[src/rtl/core_pkg.sv]
// Shared core definitions: register address width, zero register,
// forwarding-select encoding and the in-flight entry record.
package core_pkg;

    localparam int RA_W     = 5;
    localparam int REG_ZERO = 0;

    // Forwarding select encoding: 0 reads the regfile, k+1 takes entry k.
    localparam int FWD_RF   = 0;

    function automatic int unsigned fwd_stage(input int unsigned k);
        return k + 1;
    endfunction

    typedef struct packed {
        logic            valid;
        logic [RA_W-1:0] rd;
        logic            is_load;
    } entry_t;

endpackage

[src/rtl/hazard_match.sv]
// Priority match of one source register against all in-flight entries;
// the youngest (lowest-index) valid producer wins.
module hazard_match
    import core_pkg::*;
#(
    parameter int RA_W  = 5,
    parameter int DEPTH = 2,
    parameter int SEL_W = 2
) (
    input  logic [RA_W-1:0]            src,
    input  logic [DEPTH-1:0]           valid,
    input  logic [DEPTH-1:0][RA_W-1:0] rd,
    output logic [SEL_W-1:0]           sel
);

    logic found;

    // Scan from youngest to oldest and lock onto the first hit.
    always_comb begin
        sel   = SEL_W'(FWD_RF);
        found = 1'b0;
        for (int unsigned k = 0; k < DEPTH; k++) begin
            if (!found && valid[k] && (rd[k] == src) && (src != RA_W'(REG_ZERO))) begin
                sel   = SEL_W'(fwd_stage(k));
                found = 1'b1;
            end
        end
    end

endmodule

[src/rtl/hazard_unit.sv]
// Hazard unit: tracks destinations of DEPTH post-decode stages, drives
// per-operand forwarding selects, a load-use stall, and stall/flush counters.
module hazard_unit
    import core_pkg::*;
#(
    parameter  int RA_W  = core_pkg::RA_W,
    parameter  int DEPTH = 2,
    parameter  int CNT_W = 16,
    localparam int SEL_W = $clog2(DEPTH + 1)
) (
    input  logic             clk,
    input  logic             reset,
    input  logic             id_valid,
    input  logic [RA_W-1:0]  id_rs1,
    input  logic [RA_W-1:0]  id_rs2,
    input  logic [RA_W-1:0]  id_rd,
    input  logic             id_rd_we,
    input  logic             id_is_load,
    input  logic             flush,
    output logic [SEL_W-1:0] fwd_rs1,
    output logic [SEL_W-1:0] fwd_rs2,
    output logic             stall,
    output logic [CNT_W-1:0] stall_cnt,
    output logic [CNT_W-1:0] flush_cnt
);

    // Local record sized by this instance's RA_W (the package record uses the core default).
    typedef struct packed {
        logic            valid;
        logic [RA_W-1:0] rd;
        logic            is_load;
    } stage_t;

    stage_t                     entries [DEPTH];
    logic [DEPTH-1:0]           valid_vec;
    logic [DEPTH-1:0][RA_W-1:0] rd_vec;
    logic                       load_hit;

    // Flatten the entry array for the match units.
    always_comb begin
        valid_vec = '0;
        rd_vec    = '0;
        for (int unsigned k = 0; k < DEPTH; k++) begin
            valid_vec[k] = entries[k].valid;
            rd_vec[k]    = entries[k].rd;
        end
    end

    hazard_match #(.RA_W(RA_W), .DEPTH(DEPTH), .SEL_W(SEL_W)) u_match_rs1 (
        .src   (id_rs1),
        .valid (valid_vec),
        .rd    (rd_vec),
        .sel   (fwd_rs1)
    );

    hazard_match #(.RA_W(RA_W), .DEPTH(DEPTH), .SEL_W(SEL_W)) u_match_rs2 (
        .src   (id_rs2),
        .valid (valid_vec),
        .rd    (rd_vec),
        .sel   (fwd_rs2)
    );

    // Load-use: a load in EX whose result a decoding source needs; flush overrides.
    always_comb begin
        load_hit = entries[0].valid && entries[0].is_load && (entries[0].rd != '0)
                   && ((entries[0].rd == id_rs1) || (entries[0].rd == id_rs2));
        stall    = id_valid && !flush && load_hit;
    end

    // Shift the in-flight pipeline every cycle; stall or flush injects a bubble.
    always_ff @(posedge clk) begin
        if (reset) begin
            for (int unsigned k = 0; k < DEPTH; k++) begin
                entries[k] <= '0;
            end
        end else begin
            entries[0].valid   <= id_valid && id_rd_we && (id_rd != '0) && !stall && !flush;
            entries[0].rd      <= id_rd;
            entries[0].is_load <= id_is_load;
            for (int unsigned k = 1; k < DEPTH; k++) begin
                entries[k] <= entries[k-1];
            end
        end
    end

    // Saturating event counters.
    always_ff @(posedge clk) begin
        if (reset) begin
            stall_cnt <= '0;
            flush_cnt <= '0;
        end else begin
            if (stall && (stall_cnt != '1)) stall_cnt <= stall_cnt + CNT_W'(1);
            if (flush && (flush_cnt != '1)) flush_cnt <= flush_cnt + CNT_W'(1);
        end
    end

endmodule

[config.mk]
export PLATFORM = sky130hd
export DESIGN_NAME = hazard_unit
export DESIGN_NICKNAME = d
export VERILOG_FILES = /design/src/rtl/core_pkg.sv /design/src/rtl/hazard_match.sv /design/src/rtl/hazard_unit.sv
export SDC_FILE = /design/constraint.sdc
export NUM_CORES = 1
export LEC_CHECK = 0
export BUFFER_PORTS_ARGS = -buffer_cell sky130_fd_sc_hd__buf_2
export CELL_PAD_IN_SITES_DETAIL_PLACEMENT = 1
export CELL_PAD_IN_SITES_GLOBAL_PLACEMENT = 1
export CORE_UTILIZATION = 39
export DETAILED_ROUTE_END_ITERATION = 10
export PLACE_DENSITY = 0.88
export SYNTH_ARGS = -nofsm -noshare
export SYNTH_HDL_FRONTEND = slang
export SYNTH_SLANG_ARGS = --single-unit
[constraint.sdc]
create_clock -name clk -period 2.11 [get_ports clk]
set_clock_uncertainty 0.1 [all_clocks]
set_input_delay 0.422 -clock clk [delete_from_list [all_inputs] [get_ports clk]]
set_output_delay 0.422 -clock clk [all_outputs]
set_load 0.02 [all_outputs]
==> tab_implementation.tex, run 1 <==
\begin{tabular}{lr}
\hline
Metric & Value \\
\hline
\multicolumn{2}{l}{\textbf{Die}} \\
\quad Die Height & approximately 77 um \\
\quad Floorplan die width & a little under 80 um \\
\quad Initial cell density of the core & 0.403 \\
\quad Std-Cell Core Area & about 5500 sq um \\
\quad Number of top-level pins & 58 \\
\quad Die area & 5990 sq um \\
\quad FP Rows & 27 \\
\multicolumn{2}{l}{\textbf{Timing}} \\
\quad Total negative slack for setup checks & -0.178 ns \\
\quad Final Hold Viols & 0 \\
\quad Max frequency & approximately 460 MHz \\
\quad Worst-margin pin slew & between 0.4 and 0.5 ns \\
\quad Setup slack after layout & -0.0705 ns \\
\quad Worst max-slew margin expressed relative to the limit & 0.685 \\
\quad Final setup violating endpoints & 5 \\
\quad Post-layout min period & roughly 2.2 ns \\
\quad Share of the clock period used by the worst path & 1.03 \\
\quad Unrepaired setup endpoints after global routing & true \\
\quad Number of pins exceeding their max-slew limit in the final report & 0 \\
\multicolumn{2}{l}{\textbf{Critical path}} \\
\quad Data required time of the critical path & roughly 1.6 ns \\
\quad CP max-delay cell & or4\_4 \\
\quad Peak per-stage delay on the critical path & $\sim$0.53 ns \\
\quad Sort of element at the end of the critical path & primary output \\
\quad Critical Path AT & about 1.7 ns \\
\quad Startpoint-to-endpoint class of the critical path & flip-flop to primary output \\
\quad Maximum fanout count along the critical path & 4 \\
\quad Worst-path cell chain & or4\_4 > o2111ai\_4 > a21oi\_2 > buf\_6 \\
\quad Launching element type of the critical path & flip-flop \\
\multicolumn{2}{l}{\textbf{Logic synthesis}} \\
\quad Largest family of logic cells by synthesized area & simple AND/OR/NAND/NOR gates \\
\quad Adder-cell share of the synthesized area & 0.0113 \\
\quad Share of synthesized area spent on multiplexers & 0.00903 \\
\quad Syn Nets & around 270 \\
\quad Unique masters post-synth & 37 \\
\quad Largest area contributor in the synthesized netlist & dfxtp\_1 \\
\quad Share of Yosys cell area claimed by the top area cell type & 0.406 \\
\quad Fraction of the yosys area taken by sequential cells & 0.406 \\
\quad Mapped cell area & between 2000 and 2500 sq um \\
\quad Yosys warning count & 0 \\
\quad Number of standard cells after synthesis & between 200 and 250 \\
\quad Synth area leaders & dfxtp\_1, xor2\_1, xnor2\_1 \\
\quad Fraction of the mapped netlist area in compound gates & 0.122 \\
\quad Simple-gate share of the synthesized area & 0.282 \\
\quad XOR/XNOR Fraction of Synth Area & 0.142 \\
\quad Post-Synthesis Mean Instance Area & between 8 and 9 sq um \\
\quad Post-synthesis register bit count & between 40 and 50 \\
\multicolumn{2}{l}{\textbf{Run status}} \\
\quad Violated checks & negative setup slack \\
\quad Run status & finished, violations left \\
\multicolumn{2}{l}{\textbf{Power}} \\
\quad Internal power & 1280 uW \\
\quad Net switching power & 415 uW \\
\quad Leakage power & approximately 0.0013 uW \\
\quad Power Dens Cells & about 540 nW/um\^{}2 \\
\quad IR drop worst, VDD & 291 uV \\
\quad Comb power frac & 0.099 \\
\quad Sequential group share of total power & 0.520 \\
\quad Share of total power in the clock network & 0.381 \\
\quad Net switching fraction of the power & 0.245 \\
\multicolumn{2}{l}{\textbf{Min path}} \\
\quad HP Class & input pin to flip-flop \\
\multicolumn{2}{l}{\textbf{Placed design}} \\
\quad Worst setup timing slack at the placement stage & -0.0526 ns \\
\quad Estimated wirelength of the detail-placed design & roughly 4.5 mm \\
\quad Input/output buffers & 57 \\
\quad Gpl congestion & $\sim$0.89 \\
\multicolumn{2}{l}{\textbf{Clock tree}} \\
\quad Number of buffers created by CTS & 5 \\
\quad Root Driver & clkbuf\_8 \\
\quad Max H-tree Level & 2 \\
\quad Clock-pin slew reported for the worst setup and hold paths after clock tree synthesis & $\sim$0.090 ns \\
\quad Clock tree from TritonCTS & built \\
\quad Count of hold-fix buffers inserted at cts & 0 \\
\quad Largest buffer count on any clock path & 2 \\
\quad Clock latency on the worst-skew pair & $\sim$0.3 ns \\
\quad CTS sink count & between 40 and 50 \\
\multicolumn{2}{l}{\textbf{Drt}} \\
\quad DRC & 0 \\
\quad Average wire length per cell after detail routing & about 18 um \\
\quad Number of vias per cell & 5.56 \\
\quad Routed wire length & around 7.5 mm \\
\quad First-pass iteration count of the detailed router & 4 \\
\quad Detailed router's first-iteration violation count & 120 \\
\quad Detailed-route via count & 2263 \\
\quad Post-route ant nets & 0 \\
\multicolumn{2}{l}{\textbf{Finish}} \\
\quad Count of nets after finishing & about 360 \\
\quad Most used cells in the layout excluding fill and tap cells & buf\_2, dfxtp\_1, nor2\_1 \\
\quad Proportion of layout cells with a drive suffix above 1 & 0.412 \\
\quad Number of inserted diodes & 0 \\
\quad Most common cell after layout, fill and taps aside & buf\_2 \\
\quad Area added between synthesis and finish & 40.5\% \\
\multicolumn{2}{l}{\textbf{Global routing}} \\
\quad Total routing usage reported by global routing & 0.248 \\
\quad Largest net degree at the start of global routing & 28 \\
\quad Final global-route overflow total & 0 \\
\quad Vias in the first global route & approximately 2.3k \\
\quad Number of antenna violations at the first check in global routing & 0 \\
\quad First-pass GRT wire length & around 12 mm \\
\multicolumn{2}{l}{\textbf{Job}} \\
\quad Max-cap violations & 0 \\
\hline
\end{tabular}
## area by class of cell
| class | instances | area, sq um |
|---|---|---|
| multi-input combinational | 190 | 1410 |
| inverter | 7 | 26.3 |
| tap | 72 | 90.1 |
| timing repair buffer | 86 | 561 |
| fill | 665 | 2390 |
| sequential | 45 | 922 |
| clock inverter | 2 | 35.0 |
| clock buffer | 5 | 68.8 |
## final timing paths
kind / startpoint / endpoint / slack [ns] / cells after the start
setup / recovery: entries[0][3]$_SDFF_PP0_ / stall / -0.07 / 4
hold / removal: id_rd[0] / entries[0][1]$_SDFF_PP0_ / 0.23 / 2
hold reg to reg: entries[0][3]$_SDFF_PP0_ / entries[0][10]$_SDFF_PP0_ / 0.43 / 1
setup reg to reg: entries[0][2]$_SDFF_PP0_ / stall_cnt[6]$_SDFFE_PP0P_ / 0.01 / 9
## cells by family after synthesis
logic type / after synthesis
DFF: 45
muxes: 2
buffers and inverters: 13
AOI/OAI and AO/OA: 35
xor gates and xnor gates: 36
adders and majority gates: 2
and+or+nand+nor: 115
## timing repair
item	CTS	global route
gates cloned	0	1
buffers inserted	5	4
resized for setup	18	47
pin swaps	4	21
setup endpoints to repair	6	20
## worst max-delay path, delay by kind of cell (launching register included)
kind                   cells  cell delay (ns)
and+or+nand+nor            1             0.53
DFF                        1             0.37
AOI/OAI and AO/OA          2             0.32
buffers and inverters      1             0.14
## flip-flops by register name, summed over array words and instances (netlist names)
register,flops
stall_cnt,16
entries,13
flush_cnt,16
## layer usage
metal | vias up | wire length (um) | GRT usage
li1 | 1058 | - | -
met1 | 1131 | 3130 | 0.291
met2 | 57 | 3880 | 0.434
met3 | 17 | 279 | 0.0506
met4 | 0 | 181 | 0.106
met5 | - | 0 | 0
## synth_stat cells
cell       instances
a211oi_1           1
a21oi_1            9
a311oi_1           2
a31oi_1            3
a31oi_2            1
a31oi_4            1
and3_1             4
and4_1             3
buf_2              1
buf_8              1
clkbuf_1           4
dfxtp_1           45
ha_1               2
inv_1              7
mux2i_1            2
nand2_1           15
nand3_1           14
nand3b_1           1
nand4_1           12
nor2_1            30
nor2b_1           13
nor3_1             5
nor4_2             1
nor4_4             1
o2111ai_1          1
o2111ai_2          1
o211a_1            1
o211ai_1           5
o211ai_2           1
o21ai_1            5
o21ai_4            1
o31ai_1            3
or2_2              1
or3_1              6
or4_1              9
xnor2_1           17
xor2_1            19
## power by group through the flow
stage	Clock, uW	Combinational, uW	Sequential (uW)
6_report	647	167	882
4_1_cts	654	149	881
3_5_place_dp	0	137	899
5_1_grt	703	182	884
2_1_floorplan	0	69.3	902
3_3_place_gp	0	130	899
## per-stage QoR
stage          utilization  hold slack (ns)  total power [uW]  cell area, sq um  instances
2_1_floorplan            -            0.392               971              2220        248
3_3_place_gp         0.490            0.402              1030              2700        390
3_5_place_dp         0.490            0.415              1040              2700        390
4_1_cts              0.526            0.228              1680              2900        402
5_1_grt              0.566            0.239              1770              3120        407
6_report             0.566            0.234              1700              3120        407
No activity file was read; power rests on OpenSTA's default activity.
==> run 2, diff against run 1 <==
Settings changed: SETUP_SLACK_MARGIN from default to 0.4.
==> tab_implementation.tex, run 2 (synthesis results as in run 1) <==
\begin{tabular}{lr}
\hline
Metric & Value \\
\hline
\multicolumn{2}{l}{\textbf{Global routing}} \\
\quad Number of antenna violations at the first check in global routing & 0 (unchanged) \\
\quad Final global-route overflow total & 0 (unchanged) \\
\quad Vias in the first global route & 2362 (+2.6\%) \\
\quad Largest net degree at the start of global routing & 24 (-14\%) \\
\quad First-pass GRT wire length & 11.8 mm (+2.5\%) \\
\quad Total routing usage reported by global routing & 0.257 (+0.00922) \\
\multicolumn{2}{l}{\textbf{Critical path}} \\
\quad Worst-path cell chain & or4\_4 > o2111ai\_4 > buf\_6 > a31oi\_4 > o21ai\_4 > buf\_6 > buf\_6 > xor2\_1 > nor2\_1 \\
\quad Maximum fanout count along the critical path & 7 (+3) \\
\quad Buf/Inv on CP & 3 (+2) \\
\quad Data required time of the critical path & 2.20 ns (+0.61 ns) \\
\quad Family with the most delay on the worst path & simple AND/OR/NAND/NOR gates \\
\quad Cell repeated most along the worst path & buf\_6 \\
\quad CP max-delay cell & or4\_4 \\
\quad Launching element type of the critical path & flip-flop \\
\quad Peak per-stage delay on the critical path & 0.54 ns (about the same) \\
\quad Startpoint-to-endpoint class of the critical path & flip-flop to flip-flop \\
\quad Sort of element at the end of the critical path & flip-flop \\
\quad Critical Path AT & 2.33 ns (+0.67 ns) \\
\quad Worst reg-to-reg setup slack & -0.13 ns (-0.14 ns) \\
\multicolumn{2}{l}{\textbf{Run status}} \\
\quad Run status & finished, violations left \\
\quad Violated checks & negative setup slack \\
\multicolumn{2}{l}{\textbf{Timing}} \\
\quad Setup slack after layout & -0.127 ns (-0.0568 ns) \\
\quad Unrepaired setup endpoints after global routing & true \\
\quad Max frequency & 447 MHz (-2.5\%) \\
\quad Final Hold Viols & 0 (unchanged) \\
\quad Worst-margin pin slew & 0.457 ns (-0.0122 ns) \\
\quad Share of the clock period used by the worst path & 1.06 (+0.0269) \\
\quad Number of pins exceeding their max-slew limit in the final report & 0 (unchanged) \\
\quad Final setup violating endpoints & 14 (+9) \\
\quad Worst max-slew margin expressed relative to the limit & 0.696 (+0.0105) \\
\quad Post-layout min period & 2.24 ns (+0.0568 ns) \\
\multicolumn{2}{l}{\textbf{Die}} \\
\quad Floorplan die width & 77.4 um (unchanged) \\
\quad Std-Cell Core Area & 5510 sq um (unchanged) \\
\quad Initial cell density of the core & 0.403 (unchanged) \\
\quad Die Height & 77.4 um (unchanged) \\
\quad Number of top-level pins & 58 (unchanged) \\
\quad Die area & 5990 sq um (unchanged) \\
\quad FP Rows & 27 (unchanged) \\
\multicolumn{2}{l}{\textbf{Power}} \\
\quad IR drop worst, VDD & 302 uV (+3.6\%) \\
\quad Total power after layout & 1760 uW (+3.9\%) \\
\quad Power Dens Cells & 504 nW/um\^{}2 (-7.4\%) \\
\quad Leakage power & 0.00144 uW (+11\%) \\
\multicolumn{2}{l}{\textbf{Drt}} \\
\quad First-pass iteration count of the detailed router & 8 (+4) \\
\quad Number of vias per cell & 5.62 (+0.99\%) \\
\quad DRC & 0 (unchanged) \\
\quad Detailed router's first-iteration violation count & 112 (-6.7\%) \\
\quad Routed wire length & 8.53 mm (+14\%) \\
\quad Post-route ant nets & 0 (unchanged) \\
\quad Detailed-route via count & 2319 (+2.5\%) \\
\quad Average wire length per cell after detail routing & 20.6 um (+12\%) \\
\multicolumn{2}{l}{\textbf{Clock tree}} \\
\quad Max H-tree Level & 2 (unchanged) \\
\quad Clock-pin slew reported for the worst setup and hold paths after clock tree synthesis & 0.09 ns (about the same) \\
\quad Clock tree from TritonCTS & built \\
\quad Root Driver & clkbuf\_8 \\
\quad Number of buffers created by CTS & 5 (unchanged) \\
\quad CTS sink count & 45 (unchanged) \\
\quad Count of hold-fix buffers inserted at cts & 0 (unchanged) \\
\quad Clock latency on the worst-skew pair & 0.31 ns (about the same) \\
\quad Largest buffer count on any clock path & 2 (unchanged) \\
\multicolumn{2}{l}{\textbf{Finish}} \\
\quad Proportion of layout cells with a drive suffix above 1 & 0.545 (+0.134) \\
\quad Layout fillers & 607 (-8.7\%) \\
\quad Final std cell area, no fill & 3500 sq um (+12\%) \\
\quad Count of nets after finishing & 363 (+1.4\%) \\
\quad Most used cells in the layout excluding fill and tap cells & buf\_2, nor2\_1, dfxtp\_1 \\
\quad Number of non-filler instances in the completed layout & 413 (+1.5\%) \\
\quad Registers with the most flip-flops & flush\_cnt (16), stall\_cnt (16), entries (13) \\
\quad Area added between synthesis and finish & 57.7\% \\
\quad Number of inserted diodes & 0 (unchanged) \\
\quad Final core utilization & 0.635 (+0.0693) \\
\quad Most common cell after layout, fill and taps aside & buf\_2 \\
\multicolumn{2}{l}{\textbf{Placed design}} \\
\quad Estimated wirelength of the detail-placed design & 4.42 mm (-2.4\%) \\
\quad Input/output buffers & 57 (unchanged) \\
\quad Gpl congestion & 0.828 (-7.2\%) \\
\quad Post-Place Cell Area & 2740 sq um (+1.5\%) \\
\quad DP Cell Count & 379 (-2.8\%) \\
\multicolumn{2}{l}{\textbf{Job}} \\
\quad Max-cap violations & 0 (unchanged) \\
\multicolumn{2}{l}{\textbf{Min path}} \\
\quad HP Class & input pin to flip-flop \\
\hline
\end{tabular}
==> run 2: cell count changes in the layout (fill, tap and decap cells not counted), sizes merged <==
cell and delta:
clkbuf +1, buf +5
==> run 2: per-layer routing <==
metal | vias to the layer above | track usage | wire length (um)
met5 | - | 0 | 0
met4 | 0 | 0.119 | 281
met3 | 23 | 0.0553 | 284
met2 | 77 | 0.469 | 4500
met1 | 1146 | 0.281 | 3460
li1 | 1073 | - | -
==> run 2: metrics by stage <==
stage	hold slack [ns]	setup TNS (ns)	worst slack, ns
after floorplan	0.378	0	0.231
after global placement	0.389	0	0.0588
after detailed placement	0.412	0	0.00659
after CTS	0.235	-0.213	-0.0849
after global routing	0.237	-1.80	-0.204
final	0.256	-0.950	-0.127
==> run 2: final cells by class <==
| type | instances | area (sq um) | area share |
|---|---|---|---|
| Sequential cell | 45 | 957 | 0.274 |
| Inverter | 7 | 26.3 | 0.00751 |
| Timing Repair Buffer | 91 | 662 | 0.189 |
| Multi-Input combinational cell | 190 | 1650 | 0.473 |
| Tap cell | 72 | 90.1 | 0.0258 |
| Clock inverter | 2 | 35.0 | 0.0100 |
| Clock buffer | 6 | 72.6 | 0.0208 |
==> run 2: power breakdown <==
part	leakage (uW)	internal (uW)	total, uW	switching, uW
Sequential	0.000379	857	877	20.1
Clock	0.0000552	352	674	322
Combinational	0.00100	98.1	211	113
Total	0.00144	1310	1760	455
==> run 2: timing repair <==
item                                    4_1_cts  5_1_grt
pin swaps                                    30       46
buffers inserted                             16       10
endpoints found under the setup margin       31       35
resized for setup                            44       55
==> run 2: path summary, 6_finish.rpt <==
kind,from,to,cells past startpoint
max,entries[0][3]$_SDFF_PP0_,stall_cnt[0]$_SDFFE_PP0P_,9
min,id_rd[2],entries[0][3]$_SDFF_PP0_,2
max reg2reg,entries[0][3]$_SDFF_PP0_,stall_cnt[0]$_SDFFE_PP0P_,9
min reg2reg,entries[0][5]$_SDFF_PP0_,entries[0][12]$_SDFF_PP0_,1
==> run 2: worst reg2reg max path, cell delays in order, from the launching register on <==
cell       delay [ns]
dfxtp_4          0.36
or4_4            0.54
o2111ai_4        0.24
buf_6            0.16
a31oi_4          0.06
o21ai_4          0.15
buf_6            0.19
buf_6            0.11
xor2_1           0.17
nor2_1           0.06
==> run 3, diff against run 2 <==
Settings changed: CORE_UTILIZATION 39 to 42, PLACE_DENSITY 0.88 to 0.94.
Clock period 2.11 ns to 2.85 ns, I/O delays scaled along.
==> tab_implementation.tex, run 3 (synthesis results as in run 1) <==
\begin{tabular}{lr}
\hline
Metric & Value \\
\hline
\multicolumn{2}{l}{\textbf{Run status}} \\
\quad Run status & finished, final reports clean \\
\multicolumn{2}{l}{\textbf{Timing}} \\
\quad Share of the clock period used by the worst path & 0.850 \\
\quad Final setup violating endpoints & 0 (-14) \\
\quad Total negative slack for setup checks & 0 ns (+0.950 ns) \\
\quad Max frequency & $\sim$410 MHz \\
\quad Number of pins exceeding their max-slew limit in the final report & 0 (unchanged) \\
\quad Final Hold Viols & 0 (unchanged) \\
\quad Worst max-slew margin expressed relative to the limit & 0.492 (-0.204) \\
\quad Worst-margin pin slew & 0.762 ns (+0.306 ns) \\
\quad Post-layout min period & between 2 and 2.5 ns \\
\quad Unrepaired setup endpoints after global routing & true \\
\multicolumn{2}{l}{\textbf{Global routing}} \\
\quad Total routing usage reported by global routing & 0.229 (-0.0274) \\
\quad First-pass GRT wire length & 9.68 mm (-18\%) \\
\quad Final global-route overflow total & 0 (unchanged) \\
\quad Largest net degree at the start of global routing & 44 (+83\%) \\
\quad Number of antenna violations at the first check in global routing & 0 (unchanged) \\
\quad Vias in the first global route & 2029 (-14\%) \\
\multicolumn{2}{l}{\textbf{Drt}} \\
\quad Average wire length per cell after detail routing & 15.7 um (-24\%) \\
\quad Routed wire length & 5.96 mm (-30\%) \\
\quad Number of vias per cell & 5.46 (-2.8\%) \\
\quad First-pass iteration count of the detailed router & 4 (-4) \\
\quad DRC & 0 (unchanged) \\
\quad Detailed-route via count & 2068 (-11\%) \\
\quad Detailed router's first-iteration violation count & 73 (-35\%) \\
\quad Post-route ant nets & 0 (unchanged) \\
\multicolumn{2}{l}{\textbf{Clock tree}} \\
\quad Clock latency on the worst-skew pair & 0.30 ns (about the same) \\
\quad Max H-tree Level & 2 (unchanged) \\
\quad Root Driver & clkbuf\_8 \\
\quad Clock-pin slew reported for the worst setup and hold paths after clock tree synthesis & 0.09 ns (about the same) \\
\quad Clock tree from TritonCTS & built \\
\quad Largest buffer count on any clock path & 2 (unchanged) \\
\quad Number of buffers created by CTS & 5 (unchanged) \\
\quad CTS sink count & 45 (unchanged) \\
\multicolumn{2}{l}{\textbf{Critical path}} \\
\quad Launching element type of the critical path & input pin \\
\quad Worst flop-to-flop path endpoint & flush\_cnt[9]\$\_SDFFE\_PP0P\_ \\
\quad Critical path origin & id\_rs2[1] \\
\quad Startpoint of the most critical register-to-register path & flush\_cnt[0]\$\_SDFFE\_PP0P\_ \\
\quad Sort of element at the end of the critical path & primary output \\
\quad Critical Path AT & 1.75 ns (-0.58 ns) \\
\quad Worst reg-to-reg setup slack & 0.66 ns (+0.79 ns) \\
\quad End point of the critical path & fwd\_rs2[1] \\
\quad Count of cells along the worst register-to-register path & 7 (-2) \\
\quad Startpoint-to-endpoint class of the critical path & input pin to primary output \\
\quad Data required time of the critical path & 2.18 ns (-0.02 ns) \\
\quad Maximum fanout count along the critical path & 3 (-4) \\
\multicolumn{2}{l}{\textbf{Die}} \\
\quad Die Height & 74.7 um (-3.5\%) \\
\quad Number of top-level pins & 58 (unchanged) \\
\quad Std-Cell Core Area & 5110 sq um (-7.2\%) \\
\quad Initial cell density of the core & 0.434 (+0.0315) \\
\quad Floorplan die width & 74.7 um (-3.5\%) \\
\quad FP Rows & 26 (-3.7\%) \\
\quad Die area & 5570 sq um (-7.0\%) \\
\multicolumn{2}{l}{\textbf{Placed design}} \\
\quad Gpl congestion & 0.853 (+3.0\%) \\
\quad DP Cell Count & 370 (-2.4\%) \\
\quad Estimated wirelength of the detail-placed design & 4.39 mm (-0.74\%) \\
\quad Input/output buffers & 57 (unchanged) \\
\multicolumn{2}{l}{\textbf{Finish}} \\
\quad Most used cells in the layout excluding fill and tap cells & buf\_2, dfxtp\_1, nor2\_1 \\
\quad Proportion of layout cells with a drive suffix above 1 & 0.265 (-0.280) \\
\quad Registers with the most flip-flops & flush\_cnt (16), stall\_cnt (16), entries (13) \\
\quad Most common cell after layout, fill and taps aside & buf\_2 \\
\quad Number of non-filler instances in the completed layout & 379 (-8.2\%) \\
\quad Count of nets after finishing & 331 (-8.8\%) \\
\quad Area added between synthesis and finish & 21.4\% \\
\quad Number of inserted diodes & 0 (unchanged) \\
\multicolumn{2}{l}{\textbf{Power}} \\
\quad Leakage power & 0.00111 uW (-23\%) \\
\quad Power Dens Cells & 439 nW/um\^{}2 (-13\%) \\
\quad IR drop worst, VDD & 327 uV (+8.4\%) \\
\multicolumn{2}{l}{\textbf{Job}} \\
\quad Max-cap violations & 0 (unchanged) \\
\multicolumn{2}{l}{\textbf{Min path}} \\
\quad HP Class & input pin to flip-flop \\
\hline
\end{tabular}
## run 3: report_power, final
group          switching, uW  internal (uW)  total (uW)
combinational           55.6           40.9        96.5
sequential              14.7            640         655
clock                    232            200         432
## run 3: per-stage QoR
step	utilization	hold WS, ns	total power, uW	instance area (sq um)	worst slack (ns)
2_1_floorplan	-	0.392	719	2220	0.628
3_3_place_gp	0.502	0.386	754	2560	0.506
3_5_place_dp	0.502	0.407	759	2560	0.421
4_1_cts	0.525	0.373	1190	2680	0.370
5_1_grt	0.527	0.367	1230	2690	0.385
6_report	0.527	0.383	1180	2690	0.428
## run 3: worst min-delay path by stage
stage	endpoint	cells after the start	slack, ns	start
2_1_floorplan	entries[0][11]$_SDFF_PP0_	1	0.39	entries[0][4]$_SDFF_PP0_
3_3_place_gp	stall_cnt[10]$_SDFFE_PP0P_	2	0.39	stall_cnt[10]$_SDFFE_PP0P_
3_5_place_dp	stall_cnt[8]$_SDFFE_PP0P_	2	0.41	stall_cnt[8]$_SDFFE_PP0P_
4_1_cts	entries[0][0]$_SDFF_PP0_	2	0.37	id_is_load
5_1_grt	entries[0][0]$_SDFF_PP0_	2	0.37	id_is_load
6_report	entries[0][0]$_SDFF_PP0_	2	0.38	id_is_load
## run 3: worst max-delay path, stage by stage
cell     delay, ns
buf_2         0.12
or4_1         0.54
nor2_1        0.17
or4_1         0.14
a21oi_1       0.04
buf_2         0.17
## run 3: repair_timing
item                                    in CTS  in global routing
endpoints found under the setup margin       1                  4
hold buffers                                 0                  0
pin swaps                                    1                  0
resized for setup                            1                  8
buffers inserted                             1                  0
## run 3: cell type report
class	instances	area [sq um]
clock buffer	6	82.6
clock inverter	2	16.3
fill	631	2410
inverter	7	26.3
multi-input combinational	190	1270
sequential	45	906
tap	70	87.6
timing repair buffer	59	300
## run 3: routing by layer
metal / wire (um) / global-route usage / vias to the layer above
met4: 68 / 0.0734 / 0
met1: 2710 / 0.281 / 1007
li1: - / - / 1005
met2: 2980 / 0.396 / 47
met3: 203 / 0.0562 / 9
met5: 0 / 0 / -
